`src/rtl/pong_game_core.sv`:
```
// Frame-stepped Pong engine: paddle/ball kinematics, collisions, scoring and match FSM.
// Every output is a register; motion advances only on frame_tick.
module pong_game_core #(
    parameter int H_RES        = 640,
    parameter int V_RES        = 480,
    parameter int PADDLE_H     = 72,
    parameter int BALL_SIZE    = 8,
    parameter int PADDLE_STEP  = 3,
    parameter int BALL_STEP    = 2,
    parameter int SCORE_W      = 8,
    parameter int WIN_SCORE    = 7,
    parameter int TWO_PLAYER   = 1,
    parameter int SERVE_FRAMES = 60,
    parameter int POINT_FRAMES = 30
) (
    input  logic               clk,
    input  logic               reset,
    input  logic               frame_tick,
    input  logic               start,
    input  logic [1:0]         up,
    input  logic [1:0]         down,
    output logic [9:0]         paddle0_y,
    output logic [9:0]         paddle1_y,
    output logic [9:0]         ball_x,
    output logic [9:0]         ball_y,
    output logic [SCORE_W-1:0] score0,
    output logic [SCORE_W-1:0] score1,
    output logic [2:0]         state,
    output logic [1:0]         winner
);

    typedef enum logic [2:0] {
        S_IDLE  = 3'd0,
        S_SERVE = 3'd1,
        S_PLAY  = 3'd2,
        S_POINT = 3'd3,
        S_OVER  = 3'd4
    } state_t;

    // 11-bit signed so a step past the top or left edge shows up as negative.
    typedef logic signed [10:0] pos_t;

    localparam pos_t ZERO       = '0;
    localparam pos_t X_CENTRE   = pos_t'((H_RES - BALL_SIZE) / 2);
    localparam pos_t Y_CENTRE   = pos_t'((V_RES - BALL_SIZE) / 2);
    localparam pos_t X_MAX      = pos_t'(H_RES - BALL_SIZE);
    localparam pos_t Y_MAX      = pos_t'(V_RES - BALL_SIZE);
    localparam pos_t PAD_MAX    = pos_t'(V_RES - PADDLE_H);
    localparam pos_t PAD_CENTRE = pos_t'((V_RES - PADDLE_H) / 2);
    localparam pos_t LEFT_FACE  = pos_t'(16);
    localparam pos_t RIGHT_FACE = pos_t'(H_RES - 16 - BALL_SIZE);
    localparam pos_t PAD_SPAN   = pos_t'(PADDLE_H - 1);
    localparam pos_t BALL_SPAN  = pos_t'(BALL_SIZE - 1);
    localparam pos_t B_STEP     = pos_t'(BALL_STEP);
    localparam pos_t P_STEP     = pos_t'(PADDLE_STEP);

    localparam int CNT_MAX = (SERVE_FRAMES > POINT_FRAMES) ? SERVE_FRAMES : POINT_FRAMES;
    localparam int CNT_W   = $clog2(CNT_MAX + 1);

    state_t             state_q, state_d;
    logic [9:0]         ball_x_q, ball_x_d, ball_y_q, ball_y_d;
    logic [9:0]         pad0_q, pad0_d, pad1_q, pad1_d;
    logic               dx_neg_q, dx_neg_d, dy_neg_q, dy_neg_d;
    logic [SCORE_W-1:0] score0_q, score0_d, score1_q, score1_d;
    logic [1:0]         winner_q, winner_d;
    logic [CNT_W-1:0]   cnt_q, cnt_d;
    logic               start_q;
    pos_t               nx, ny;
    logic               hit_l, hit_r;

    function automatic logic [9:0] paddle_next(input logic [9:0] y, input logic u, input logic d);
        pos_t t;
        t = $signed({1'b0, y});
        if (u && !d)
            t = t - P_STEP;
        else if (d && !u)
            t = t + P_STEP;
        if (t < ZERO)
            t = ZERO;
        else if (t > PAD_MAX)
            t = PAD_MAX;
        return t[9:0];
    endfunction

    function automatic logic overlaps(input pos_t by, input logic [9:0] py);
        pos_t p;
        p = $signed({1'b0, py});
        return (by <= p + PAD_SPAN) && (by + BALL_SPAN >= p);
    endfunction

    function automatic logic [SCORE_W-1:0] sat_inc(input logic [SCORE_W-1:0] s);
        return (s == {SCORE_W{1'b1}}) ? s : s + 1'b1;
    endfunction

    always_comb begin
        // NOTE: every variable gets a default before any branch so no latch is inferred.
        state_d  = state_q;
        ball_x_d = ball_x_q;
        ball_y_d = ball_y_q;
        pad0_d   = pad0_q;
        pad1_d   = pad1_q;
        dx_neg_d = dx_neg_q;
        dy_neg_d = dy_neg_q;
        score0_d = score0_q;
        score1_d = score1_q;
        winner_d = winner_q;
        cnt_d    = cnt_q;
        nx       = $signed({1'b0, ball_x_q}) + (dx_neg_q ? -B_STEP : B_STEP);
        ny       = $signed({1'b0, ball_y_q}) + (dy_neg_q ? -B_STEP : B_STEP);
        hit_l    = 1'b0;
        hit_r    = 1'b0;

        if (frame_tick && (state_q == S_SERVE || state_q == S_PLAY)) begin
            pad0_d = paddle_next(pad0_q, up[0], down[0]);
            pad1_d = paddle_next(pad1_q, up[1], down[1]);
        end

        case (state_q)
            S_IDLE: begin
                ball_x_d = X_CENTRE[9:0];
                ball_y_d = Y_CENTRE[9:0];
                if (start) begin
                    state_d  = S_SERVE;
                    score0_d = '0;
                    score1_d = '0;
                    winner_d = 2'b00;
                    cnt_d    = '0;
                end
            end
            S_SERVE: begin
                ball_x_d = X_CENTRE[9:0];
                ball_y_d = Y_CENTRE[9:0];
                if (frame_tick) begin
                    if (cnt_q == CNT_W'(SERVE_FRAMES - 1)) begin
                        state_d = S_PLAY;
                        cnt_d   = '0;
                    end else begin
                        cnt_d = cnt_q + 1'b1;
                    end
                end
            end
            S_PLAY: begin
                if (frame_tick) begin
                    if (ny < ZERO) begin
                        ny       = ZERO;
                        dy_neg_d = 1'b0;
                    end else if (ny > Y_MAX) begin
                        ny       = Y_MAX;
                        dy_neg_d = 1'b1;
                    end
                    ball_y_d = ny[9:0];
                    // Collisions see the registered paddles, i.e. before this frame's move.
                    hit_l = dx_neg_q && (nx <= LEFT_FACE) && overlaps(ny, pad0_q);
                    hit_r = !dx_neg_q && (nx >= RIGHT_FACE) &&
                            ((TWO_PLAYER == 0) || overlaps(ny, pad1_q));
                    if (hit_l) begin
                        ball_x_d = LEFT_FACE[9:0];
                        dx_neg_d = 1'b0;
                        if (TWO_PLAYER == 0)
                            score0_d = sat_inc(score0_q);
                    end else if (hit_r) begin
                        ball_x_d = RIGHT_FACE[9:0];
                        dx_neg_d = 1'b1;
                    end else if (nx <= ZERO) begin
                        ball_x_d = '0;
                        cnt_d    = '0;
                        if (TWO_PLAYER != 0) begin
                            score1_d = sat_inc(score1_q);
                            dx_neg_d = 1'b1;
                            state_d  = S_POINT;
                        end else begin
                            winner_d = 2'b00;
                            state_d  = S_OVER;
                        end
                    end else if (nx >= X_MAX) begin
                        ball_x_d = X_MAX[9:0];
                        cnt_d    = '0;
                        score0_d = sat_inc(score0_q);
                        dx_neg_d = 1'b0;
                        state_d  = S_POINT;
                    end else begin
                        ball_x_d = nx[9:0];
                    end
                end
            end
            S_POINT: begin
                if (int'(score0_q) == WIN_SCORE) begin
                    winner_d = 2'b01;
                    state_d  = S_OVER;
                end else if (int'(score1_q) == WIN_SCORE) begin
                    winner_d = 2'b10;
                    state_d  = S_OVER;
                end else if (frame_tick) begin
                    if (cnt_q == CNT_W'(POINT_FRAMES - 1)) begin
                        state_d = S_SERVE;
                        cnt_d   = '0;
                    end else begin
                        cnt_d = cnt_q + 1'b1;
                    end
                end
            end
            S_OVER: begin
                if (start && !start_q)
                    state_d = S_IDLE;
            end
            default: state_d = S_IDLE;
        endcase
    end

    // NOTE: sequential state uses non-blocking assignments so all registers update together.
    always_ff @(posedge clk) begin
        if (reset) begin
            state_q  <= S_IDLE;
            ball_x_q <= X_CENTRE[9:0];
            ball_y_q <= Y_CENTRE[9:0];
            pad0_q   <= PAD_CENTRE[9:0];
            pad1_q   <= PAD_CENTRE[9:0];
            dx_neg_q <= 1'b0;
            dy_neg_q <= 1'b1;
            score0_q <= '0;
            score1_q <= '0;
            winner_q <= 2'b00;
            cnt_q    <= '0;
            start_q  <= 1'b0;
        end else begin
            state_q  <= state_d;
            ball_x_q <= ball_x_d;
            ball_y_q <= ball_y_d;
            pad0_q   <= pad0_d;
            pad1_q   <= pad1_d;
            dx_neg_q <= dx_neg_d;
            dy_neg_q <= dy_neg_d;
            score0_q <= score0_d;
            score1_q <= score1_d;
            winner_q <= winner_d;
            cnt_q    <= cnt_d;
            start_q  <= start;
        end
    end

    assign paddle0_y = pad0_q;
    assign paddle1_y = pad1_q;
    assign ball_x    = ball_x_q;
    assign ball_y    = ball_y_q;
    assign score0    = score0_q;
    assign score1    = score1_q;
    assign state     = state_q;
    assign winner    = winner_q;

endmodule

```
`config.mk`:
```
export PLATFORM = sky130hd
export DESIGN_NAME = pong_game_core
export DESIGN_NICKNAME = d
export VERILOG_FILES = /design/src/rtl/pong_game_core.sv
export SDC_FILE = /design/constraint.sdc
export NUM_CORES = 1
export LEC_CHECK = 0
export BUFFER_PORTS_ARGS = -buffer_cell sky130_fd_sc_hd__buf_2
export CORE_ASPECT_RATIO = 1.2
export CORE_MARGIN = 3
export CORE_UTILIZATION = 41
export CTS_CLUSTER_DIAMETER = 50
export CTS_CLUSTER_SIZE = 40
export DETAILED_ROUTE_END_ITERATION = 6
export SETUP_SLACK_MARGIN = 0.15
export SLEW_MARGIN = 15
export SYNTH_ARGS = -nofsm -noshare
export SYNTH_HDL_FRONTEND = slang
export SYNTH_SLANG_ARGS = --single-unit
```
`constraint.sdc`:
```
create_clock -name clk -period 17.7 [get_ports clk]
set_input_delay 0.885 -clock clk [delete_from_list [all_inputs] [get_ports clk]]
set_output_delay 0.885 -clock clk [all_outputs]
set_load 0.005 [all_outputs]
```
# After elaboration in Yosys (flattened, before gate mapping)
# Cells that the tools add are included.
# totals
reg_bits,70
inputBits,8
output_inout_bits,61
elab_cells,177
# classes
add_sub_neg,12
order_cmp,14
n_eq_ne,29
n_mux,75
n_reduce_logical,35
# ops
operator,count
$mux W11,12
$mux W10,10
$mux W8,12
$mux W6,12
$pmux W10 S2,2
$mux W3,13
$gt A11 B10 Y1 const B,3
$lt A11 B1 Y1 const B,3
$pmux W8 S2,2
$ne A2 B2 Y1 const B,12
$pmux W6 S4,1
$add A10 B2 Y11 const B,2
$add A10 B7 Y11 const B,2
$add A11 B11 Y11,2
$ge A11 B11 Y1,2
$ge A11 B11 Y1 const B,2
$le A11 B11 Y1,2
$sub A10 B2 Y11 const B,2
$reduce_and A10 Y1,2
$add A8 B1 Y8 const B,2
$eq A8 B4 Y1 const B,2
$eq A8 B8 Y1 const B,2
$pmux W3 S5,1
$logic_and A1 B1 Y1,12
other kinds (26),48

# Logic depth before layout (Yosys ltp)
# Gate-level depths: netlist of run 1.
# logic_depth
depth_word,15
depth_mapped,23
mapped_depth_nobuf,22

# Worst setup path after synthesis of run 1
# No wires, ideal clock.
# synth_timing
path_type,flip-flop to flip-flop
start,register dy_neg_q
end,"register score0_q[2], in the netlist score0[2]"
setup_time_ns,0.087
arrival_ns,5.461
t_required_ns,17.613
slack_ns,12.152
path_stages_with_launch,24
path_cell_list,dfxtp_1 -> fa_1 -> or3b_4 -> o211ai_2 -> o21ba_4 -> o2111ai_2 -> nor2b_1 -> nand2_1 -> or2_2 -> ha_1 -> inv_1 -> a31oi_1 -> nor4_1 -> xnor2_1 -> ha_1 -> or3_1 -> a221oi_1 -> o21ai_0 -> a31oi_1 -> nor3_1 -> a22o_1 -> or4_1 -> buf_2 -> o31ai_1
# synth_via
elab_chain_len,13
word_cells_on_any_way,20
classes_between,2 x add/sub; 6 x order compare; 2 x eq/ne; 5 x mux; 5 x reduce/logical
# synth_lines
element,line,source
"start, declared",63,"logic dx_neg_q, dx_neg_d, dy_neg_q, dy_neg_d;"
"start signal, assigned",232,dy_neg_q <= dy_neg_d;
$mux W11 *,109,"ny = $signed({1'b0, ball_y_q}) + (dy_neg_q ? -B_STEP : B_STEP);"
$add A11 B11 Y11 *,109,
$gt A11 B10 Y1,147,end else if (ny > Y_MAX) begin
$mux W11,147,
$mux W11 *,144,if (ny < ZERO) begin
$mux W11 *,143,if (frame_tick) begin
$mux W11 *,118,case (state_q)
$add A11 B4 Y11,88,return (by <= p + PAD_SPAN) && (by + BALL_SPAN >= p);
$ge A11 B11 Y1,88,
$logic_and A1 B1 Y1,88,
$logic_and A1 B1 Y1 (on tied branches),"154, 153",
$ne A2 B2 Y1 (no line),--,
$reduce_and A8 Y1 (no line) *,--,
"end signal, assigned",233,score0_q <= score0_d;
"end, declared",64,"logic [SCORE_W-1:0] score0_q, score0_d, score1_q, score1_d;"
# Every way passes the cells marked *; elsewhere a longest branch is shown, timed or not. The select of a mux whose other input is x is not followed.
# A chain may end at the register's enable or synchronous reset.

# Final worst setup path of run 1
# Same ends and word-level chain as after synthesis.

==> results.json, run 1 <==
{
  "ir_worst_vdd_uv": 55.5,
  "slew_headroom": 0.379,
  "grt_overflow": 0,
  "yosysWarnings": 0,
  "netlist_area_um2": 6420,
  "postCtsSetupBuffers": 0,
  "drt_iter0_drc": 346,
  "async_reset_ff_frac": 0,
  "place_area_um2": 6920,
  "skew_ns": 0.00562,
  "p_comb_frac": 0.392,
  "fin_crit_sh": 0.366,
  "fin_tns_setup_ns": 0,
  "vias_per_cell": 5.95,
  "num_rows": 49,
  "cts_sinks": 69,
  "grt_usage": 0.219,
  "htreeDepth": 3,
  "n_antenna_cell": 0,
  "core_um2": 15100,
  "cts_tree": "yes",
  "arrival_ns": 6.73,
  "wirelength_um": 18900,
  "worstHoldStart": "ball_x[7]$_SDFFE_PP0P_",
  "ys.flop_type": "dfxtp_1",
  "cts_root_buf": "clkbuf_16",
  "avgSynthCellArea_um2": 7.62,
  "hold_path_end": "ball_x[7]$_SDFFE_PP0P_",
  "ys_ff_latch": 69,
  "grt_max_degree": 43,
  "dr.pass1.iters": 5,
  "power.internal_mw": 0.396,
  "hpwlAfterDp_um": 14000,
  "syn_to_final_growth_pct": 12.8,
  "die_h_um": 143,
  "rsz0062_at_grt": "false",
  "sw_frac_of_total": 0.387,
  "r2r_end": "score0[2]$_SDFFE_PP0P_",
  "port_buffers": 67,
  "netlist_top_cells_area": "dfxtp_1, ha_1, xnor2_1",
  "finish.instance_area_um2": 7240,
  "ys_types": 80,
  "maxCapViolations": 0,
  "min_path_cells": 2,
  "clock.fmax_mhz": 155,
  "p_leak_nw": 2.89,
  "timing.rr.start": "dy_neg_q$_SDFFE_PP1P_",
  "ant_nets": 0,
  "drcViolationCount": 0,
  "io_pins": 69,
  "synth_top_area_share": 0.215,
  "dp.cells": 1087,
  "end_kind": "flop",
  "critical_path_required_ns": 17.96,
  "grt_pass1_wl_um": 30900,
  "cp-start-kind": "flop",
  "ys_seq_area_frac": 0.215,
  "antenna_found_initial": 0,
  "ys_top_cells_by_count": "dfxtp_1, nand2_1, a21oi_1",
  "tightest_slew_ns": 0.917,
  "path_clk_slew_ns": 0.06,
  "p_sw_mw": 0.250,
  "routed-via-count": 6555,
  "wl_per_cell_um": 17.1,
  "p_per_area_nw_per_um2": 89.3,
  "synth_edf_count": 0,
  "nNetsFinal": 967,
  "drive_gt1_frac": 0.122,
  "hold_buffers": 0,
  "setup_viol": 0,
  "pwr-share-seq": 0.298,
  "fp.dieW_um": 120,
  "fillCellCount": 1578,
  "finalMaxSlewViolations": 0,
  "crit_type": "reg2reg",
  "yosysTopAreaCell": "dfxtp_1",
  "cts_resized": 0,
  "reg2reg_depth": 22,
  "cp_max_fo": 13,
  "clock_latency_ns": 0.35,
  "r2r_setup_slack_ns": 11.23,
  "p_clk_frac": 0.309,
  "status": "finished, final reports clean",
  "numCtsBuffers": 9,
  "place.gp.congestion": 0.877,
  "synth_cells": 842,
  "grt_pass1_vias": 6222,
  "initial_core_util": 0.424,
  "dieArea_um2": 17200,
  "period_minus_slack_ns": 6.47,
  "hp-class": "reg2reg",
  "instances_no_fill": 1102,
  "hold_viol_final": 0,
  "max-clock-path-buffers": 2
}
per-layer routing:
layer,up-vias,GRT usage,share of wire
met5,-,0,0
met4,0,0.0889,0.030
met3,53,0.0396,0.055
met2,199,0.369,0.47
met1,3047,0.278,0.44
li1,3256,-,-
flip-flops by register name, indices dropped and copies added, names as in the netlist, 3 cells and up:
register / cells
paddle1_y: 10
ball_y: 10
ball_x: 9
state: 3
cnt_q: 6
score0: 8
paddle0_y: 10
score1: 8
power by group through the flow:
stage	registers, mW	logic [mW]	clock network, mW
3_3_place_gp	0.196	0.249	0
5_1_grt	0.196	0.285	0.209
3_5_place_dp	0.196	0.249	0
6_report	0.193	0.254	0.200
2_1_floorplan	0.180	0.197	0
4_1_cts	0.192	0.252	0.204
worst max-delay path by stage:
stage / endpoint / cells after the start / startpoint / slack, ns
floorplan: score0[2]$_SDFFE_PP0P_ / 23 / dy_neg_q$_SDFFE_PP1P_ / 12.15
global placement: score0[2]$_SDFFE_PP0P_ / 22 / dy_neg_q$_SDFFE_PP1P_ / 11.59
detailed placement: score0[2]$_SDFFE_PP0P_ / 22 / dy_neg_q$_SDFFE_PP1P_ / 11.27
CTS: score0[2]$_SDFFE_PP0P_ / 22 / dy_neg_q$_SDFFE_PP1P_ / 11.26
global route: score0[2]$_SDFFE_PP0P_ / 22 / dy_neg_q$_SDFFE_PP1P_ / 10.66
finish: score0[2]$_SDFFE_PP0P_ / 22 / dy_neg_q$_SDFFE_PP1P_ / 11.23
cell usage in the layout, fill, tap and decap left out, drive strengths merged, types with 11 or more instances in the layout:
master,count
or3,12
o211ai,17
o31ai,11
nor3,30
nand4,11
xnor2,44
buf,72
ha,63
dfxtp,69
a31oi,15
clkbuf,12
a21o,14
o22ai,13
nand2b,11
and3,11
o21ai,44
a21oi,66
nand2,69
nand3,34
inv,47
nor2,62
cells by family after synthesis:
logic type / after synthesis / synth area share
other cells: 1 / 0.000584
simple gates: 293 / 0.232
compound gates: 270 / 0.287
flops: 69 / 0.215
fa+ha+maj: 65 / 0.129
mux: 9 / 0.0158
xor+xnor: 51 / 0.0696
buf+inv: 84 / 0.0516
per-stage QoR:
| stage | power, mW | worst slack (ns) | hold slack (ns) | utilization |
|---|---|---|---|---|
| detailed placement | 0.445 | 11.27 | 0.480 | 0.457 |
| CTS | 0.648 | 11.26 | 0.488 | 0.478 |
| global placement | 0.445 | 11.59 | 0.473 | 0.457 |
| floorplan | 0.377 | 12.15 | 0.465 | - |
| finish | 0.646 | 11.23 | 0.488 | 0.478 |
| global route | 0.690 | 10.66 | 0.501 | 0.478 |
worst max-delay path: stages (launching register included):
cell       delay, ns
dfxtp_1         0.64
fa_1            0.53
or3b_4          0.41
o211ai_2        0.07
o21ba_4         0.18
o2111ai_2       0.18
nor2b_1         0.38
nand2_1         0.21
or2_2           0.34
ha_1            0.21
inv_1           0.05
a31oi_1         0.10
nor4_1          0.39
xnor2_1         0.17
ha_1            0.22
or3_1           0.35
a221oi_1        0.20
o21ai_0         0.14
a31oi_1         0.21
nor3_1          0.14
a22o_1          0.33
or4_1           0.69
o31ai_1         0.24
cell type report:
class	count	area, µm²	share of cell area
multi-input combinational	693	4720	0.652
sequential	69	1380	0.191
clock buffer	12	256	0.0354
timing repair buffer	72	373	0.0515
inverter	49	184	0.0254
clock inverter	3	68.8	0.00950
tap	204	255	0.0353
No activity file was read; power rests on OpenSTA's default activity.
==> run 2, diff against run 1 <==
--- a/config.mk
+++ b/config.mk
@@ -5,6 +5,7 @@
 export SDC_FILE = /design/constraint.sdc
 export NUM_CORES = 1
 export LEC_CHECK = 0
+export ABC_AREA = 1
 export BUFFER_PORTS_ARGS = -buffer_cell sky130_fd_sc_hd__buf_2
 export CORE_ASPECT_RATIO = 1.2
 export CORE_MARGIN = 3
==> constraint.sdc (replaced) <==
create_clock -name clk -period 6.2 [get_ports clk]
set_input_delay 0.31 -clock clk [delete_from_list [all_inputs] [get_ports clk]]
set_output_delay 0.31 -clock clk [all_outputs]
set_load 0.005 [all_outputs]
==> results.json, run 2 <==
{
  "ant_nets": 0,
  "finalMaxSlewViolations": 0,
  "dp_slack_ns": 0.466,
  "drcViolationCount": 0,
  "crit_type": "reg2reg",
  "end_kind": "flop",
  "period_minus_slack_ns": 5.52,
  "final_common_cell": "nand2_1",
  "numCtsBuffers": 9,
  "p_leak_nw": 3.68,
  "setup_viol": 0,
  "ys_top_cells_by_count": "nand2_1, inv_1, nor2_1",
  "grt_max_degree": 32,
  "initial_core_util": 0.426,
  "r2r_end": "state[0]$_SDFFE_PP0P_",
  "async_reset_ff_frac": 0,
  "ir_worst_vdd_uv": 207,
  "clock_latency_ns": 0.34,
  "power.internal_mw": 1.41,
  "fin_crit_sh": 0.890,
  "tightest_slew_ns": 0.777,
  "grt_usage": 0.211,
  "grt_pass1_wl_um": 30100,
  "p_sw_mw": 1.23,
  "vias_per_cell": 5.10,
  "dieArea_um2": 17500,
  "cp_max_fo": 8,
  "p_per_area_nw_per_um2": 355,
  "path_clk_slew_ns": 0.06,
  "fin_tns_setup_ns": 0,
  "port_buffers": 67,
  "drt_iter0_drc": 284,
  "n_antenna_cell": 0,
  "cp-start-kind": "flop",
  "synth_edf_count": 0,
  "p_total_mw": 2.64,
  "p_comb_frac": 0.542,
  "clock.fmax_mhz": 181,
  "hp-class": "in2reg",
  "ys.flop_type": "dfxtp_1",
  "fp.dieW_um": 121,
  "sw_frac_of_total": 0.467,
  "dr.pass1.iters": 7,
  "critPathMaxStageDelay_ns": 0.59,
  "grt_pass1_vias": 6379,
  "core_um2": 15300,
  "hpwlAfterDp_um": 14200,
  "drive_gt1_frac": 0.113,
  "place.gp.congestion": 0.868,
  "ys_types": 52,
  "timing.final.ws_setup_ns": 0.682,
  "crit_top_cell": "nor2_1",
  "grt_overflow": 0,
  "worstHoldStart": "start",
  "netlist_area_um2": 6530,
  "cts_tree": "yes",
  "p_clk_frac": 0.195,
  "rsz0062_at_grt": "false",
  "skew_ns": 0.00638,
  "critical_path_required_ns": 6.43,
  "synth_top_area_share": 0.211,
  "ys_seq_area_frac": 0.211,
  "max-clock-path-buffers": 2,
  "maxCapViolations": 0,
  "r2r_setup_slack_ns": 0.68,
  "hold_viol_final": 0,
  "timing.rr.start": "ball_y[1]$_SDFFE_PP0P_",
  "hold_path_end": "start_q$_SDFF_PP0_",
  "hold_buffers": 0,
  "yosysWarnings": 0,
  "wl_per_cell_um": 13.8,
  "pwr-share-seq": 0.263,
  "min_path_cells": 3,
  "fillCellCount": 1647,
  "io_pins": 69,
  "synth_cells": 1036,
  "yosysMostFrequentCell": "nand2_1",
  "critPathSlowestCell": "fa_1",
  "netlist_top_cells_area": "dfxtp_1, nand2_1, ha_1",
  "reg2reg_depth": 33,
  "slew_headroom": 0.482,
  "cts_root_buf": "clkbuf_16",
  "nNetsFinal": 1180,
  "die_h_um": 144,
  "arrival_ns": 5.75,
  "avgSynthCellArea_um2": 6.31,
  "htreeDepth": 3,
  "startpoint": "ball_y[1]$_SDFFE_PP0P_",
  "layout.cells.most_common_list": "nand2_1, inv_1, nor2_1, nand3_1",
  "ys_ff_latch": 69,
  "cts_sinks": 69,
  "wirelength_um": 18200,
  "yosysTopAreaCell": "dfxtp_1",
  "routed-via-count": 6707,
  "antenna_found_initial": 0,
  "syn_to_final_growth_pct": 13.8,
  "num_rows": 49,
  "status": "finished, final reports clean"
}
==> run 2: cell families (layout without fill, tap and decap cells) <==
family	count (synthesis)	count (layout)	synth area share
adders and majority gates	65	65	0.127
AOI/OAI and AO/OA	166	166	0.147
xor gates and xnor gates	44	44	0.0619
buffers and inverters	179	250	0.106
other	1	5	0.000574
DFF	69	69	0.211
and+or+nand+nor	512	512	0.346
==> run 2: layout make-up <==
type / count / area [µm²] / share of cell area
Multi-Input combinational cell: 792 / 4480 / 0.603
Sequential cell: 69 / 1390 / 0.187
Inverter: 161 / 604 / 0.0813
Timing Repair Buffer: 74 / 413 / 0.0555
Tap cell: 204 / 255 / 0.0343
Clock buffer: 11 / 243 / 0.0327
Clock inverter: 4 / 48.8 / 0.00656
==> run 2: worst max path at each step <==
| stage | end | slack (ns) | cells past startpoint |
|---|---|---|---|
| 2_1_floorplan | state[1]$_SDFFE_PP0P_ | 1.45 | 33 |
| 3_3_place_gp | cnt_q[4]$_SDFFE_PP0P_ | 0.56 | 33 |
| 3_5_place_dp | cnt_q[4]$_SDFFE_PP0P_ | 0.47 | 33 |
| 4_1_cts | cnt_q[4]$_SDFFE_PP0P_ | 0.44 | 33 |
| 5_1_grt | state[1]$_SDFFE_PP0P_ | 0.18 | 33 |
| 6_report | state[0]$_SDFFE_PP0P_ | 0.68 | 33 |
==> run 2: per-layer routing <==
layer,global-route usage,up-vias,part of all wire
li1,-,3555,-
met1,0.255,3008,0.45
met3,0.0325,24,0.041
met5,0,-,0
met4,0.0608,0,0.016
met2,0.386,120,0.50
==> run 2: worst max-delay path, delay by kind of cell, from the launching register on <==
kind                       cells  cell delay (ns)
buffers and inverters          4             0.47
DFF                            1             0.37
xor gates and xnor gates       1             0.30
and+or+nand+nor               19             2.16
AOI/OAI and AO/OA              6             0.92
adders and majority gates      3             1.15
==> run 2: repair_timing <==
| item | in CTS | in global routing |
|---|---|---|
| buffers inserted | 0 | 4 |
| hold endpoints to repair | 0 | 0 |
| resized for setup | 0 | 3 |
| setup endpoints to repair | 0 | 28 |
==> run 2: metrics by stage <==
| stage | cells | cell area (µm²) | hold slack [ns] | utilization |
|---|---|---|---|---|
| after floorplan | 1040 | 6550 | 0.435 | - |
| after global placement | 1296 | 7070 | 0.468 | 0.461 |
| after detailed placement | 1296 | 7070 | 0.467 | 0.461 |
| after CTS | 1311 | 7360 | 0.220 | 0.480 |
| after global routing | 1315 | 7430 | 0.246 | 0.485 |
| final | 1315 | 7430 | 0.225 | 0.485 |
==> run 2: power groups by stage <==
stage | registers (mW) | clock network [mW] | logic (mW)
6_report | 0.693 | 0.515 | 1.43
5_1_grt | 0.712 | 0.547 | 1.65
4_1_cts | 0.694 | 0.527 | 1.38
3_5_place_dp | 0.702 | 0 | 1.37
3_3_place_gp | 0.702 | 0 | 1.37
2_1_floorplan | 0.674 | 0 | 1.03
==> run 3, diff against run 2 <==
--- a/config.mk
+++ b/config.mk
@@ -9,11 +9,10 @@
 export BUFFER_PORTS_ARGS = -buffer_cell sky130_fd_sc_hd__buf_2
 export CORE_ASPECT_RATIO = 1.2
 export CORE_MARGIN = 3
-export CORE_UTILIZATION = 41
+export CORE_UTILIZATION = 45
 export CTS_CLUSTER_DIAMETER = 50
 export CTS_CLUSTER_SIZE = 40
 export DETAILED_ROUTE_END_ITERATION = 6
-export SETUP_SLACK_MARGIN = 0.15
 export SLEW_MARGIN = 15
 export SYNTH_ARGS = -nofsm -noshare
 export SYNTH_HDL_FRONTEND = slang
==> results.json, run 3 (synthesized netlist as in run 2, its figures left out) <==
{
  "clock_latency_ns": 0.35,
  "vias_per_cell": 5.20,
  "hpwlAfterDp_um": 14100,
  "crit_type": "reg2reg",
  "routed-via-count": 6664,
  "end_kind": "flop",
  "dp_slack_ns": 0.442,
  "critical_path_required_ns": 6.44,
  "initial_core_util": 0.467,
  "final_core_util": 0.528,
  "place.gp.congestion": 0.916,
  "grt_max_degree": 32,
  "port_buffers": 67,
  "dr.pass1.iters": 4,
  "rsz0062_at_grt": "false",
  "power.internal_mw": 1.41,
  "hold_viol_final": 0,
  "sw_frac_of_total": 0.466,
  "status": "finished, final reports clean",
  "num_rows": 47,
  "nNetsFinal": 1179,
  "wirelength_um": 17900,
  "multiInputGateArea_um2": 4480,
  "fp.dieW_um": 116,
  "die_h_um": 138,
  "grt_overflow": 0,
  "tightest_slew_ns": 1.14,
  "wl_per_cell_um": 13.9,
  "antenna_found_initial": 0,
  "max-clock-path-buffers": 2,
  "regArea_um2": 1380,
  "worstHoldStart": "start",
  "critPathMaxStageDelay_ns": 0.54,
  "p_clk_frac": 0.206,
  "timing.rr.start": "dy_neg_q$_SDFFE_PP1P_",
  "grt_usage": 0.231,
  "hold_buffers": 0,
  "layout.cells.most_common_list": "nand2_1, inv_1, nor2_1, nand3_1",
  "ant_nets": 0,
  "skew_ns": 0.00457,
  "p_per_area_nw_per_um2": 358,
  "r2r_setup_slack_ns": 0.68,
  "arrival_ns": 5.76,
  "hp-class": "in2reg",
  "final_common_cell": "nand2_1",
  "core_um2": 14000,
  "finish.instance_area_um2": 7380,
  "slew_headroom": 0.232,
  "cp_max_fo": 12,
  "pwr-share-seq": 0.262,
  "timing.final.ws_setup_ns": 0.677,
  "numCtsBuffers": 9,
  "clock.fmax_mhz": 181,
  "critPathSlowestCell": "fa_1",
  "place_area_um2": 7040,
  "path_clk_slew_ns": 0.06,
  "dieArea_um2": 16000,
  "cp-start-kind": "flop",
  "setup_viol": 0,
  "syn_to_final_growth_pct": 13.0,
  "fin_tns_setup_ns": 0,
  "grt_pass1_vias": 6346,
  "htreeDepth": 3,
  "grt_pass1_wl_um": 30400,
  "maxCapViolations": 0,
  "instances_no_fill": 1282,
  "crit_top_cell": "nor2_1",
  "finalMaxSlewViolations": 0,
  "p_leak_nw": 3.67,
  "p_sw_mw": 1.23,
  "drcViolationCount": 0,
  "hold_ws_ns": 0.228,
  "dp.cells": 1264,
  "drive_gt1_frac": 0.112,
  "hold_path_end": "start_q$_SDFF_PP0_",
  "p_comb_frac": 0.532,
  "r2r_end": "cnt_q[1]$_SDFFE_PP0P_",
  "period_minus_slack_ns": 5.52,
  "cts_root_buf": "clkbuf_16",
  "drt_iter0_drc": 364,
  "min_path_cells": 3,
  "fillCellCount": 1467,
  "cts_sinks": 69,
  "n_antenna_cell": 0,
  "p_total_mw": 2.64,
  "io_pins": 69,
  "reg2reg_depth": 33,
  "fin_crit_sh": 0.891,
  "cts_tree": "yes",
  "ir_worst_vdd_uv": 190
}
[run 3: changes by cell type in the layout (fill, tap and decap cells not counted), sizes merged]
cell	delta
buf	-1
clkbuf	+2
clkinv	-2
clkinvlp	+1
[run 3: critical path: cells and delay by family, from the launching register on]
family,cells,cell delay [ns]
buf+inv,4,0.51
flops,1,0.48
compound gates,6,0.85
simple gates,19,2.24
fa+ha+maj,3,1.09
xor+xnor,1,0.24
[run 3: routing by layer]
metal  part of all wire  global-route usage  vias to the layer above
li1                   -                   -                     3539
met1               0.45               0.285                     2993
met2               0.50               0.402                      102
met3              0.033              0.0393                       30
met4              0.022              0.0727                        0
met5                  0                   0                        -
[run 3: area by class of cell]
cell class	instances	share of cell area
multi-input cells	792	0.606
flip-flops and latches	69	0.187
inverters	161	0.0818
repair buffers	73	0.0532
clock buffers	13	0.0366
well taps	171	0.0290
clock inverters	3	0.00576
[run 3: worst max-delay path by stage]
stage / depth (start not counted) / slack (ns) / to / start
global route: 31 / 0.04 / score0[0]$_SDFFE_PP0P_ / dy_neg_q$_SDFFE_PP1P_
global placement: 33 / 0.59 / cnt_q[4]$_SDFFE_PP0P_ / dy_neg_q$_SDFFE_PP1P_
detailed placement: 33 / 0.44 / cnt_q[4]$_SDFFE_PP0P_ / dy_neg_q$_SDFFE_PP1P_
CTS: 33 / 0.43 / cnt_q[4]$_SDFFE_PP0P_ / dy_neg_q$_SDFFE_PP1P_
floorplan: 33 / 1.45 / state[1]$_SDFFE_PP0P_ / dy_neg_q$_SDFFE_PP1P_
finish: 33 / 0.68 / cnt_q[1]$_SDFFE_PP0P_ / dy_neg_q$_SDFFE_PP1P_
[run 3: power groups by stage]
stage	clock [mW]	sequential, mW	combinational [mW]
2_1_floorplan	0	0.674	1.03
3_3_place_gp	0	0.702	1.38
3_5_place_dp	0	0.698	1.38
4_1_cts	0.559	0.691	1.39
5_1_grt	0.582	0.713	1.64
6_report	0.545	0.693	1.41
[run 3: what timing repair did]
action / in CTS / in global routing
endpoints found under the setup margin: 0 / 28
resized for setup: 0 / 3
buffers inserted: 0 / 2
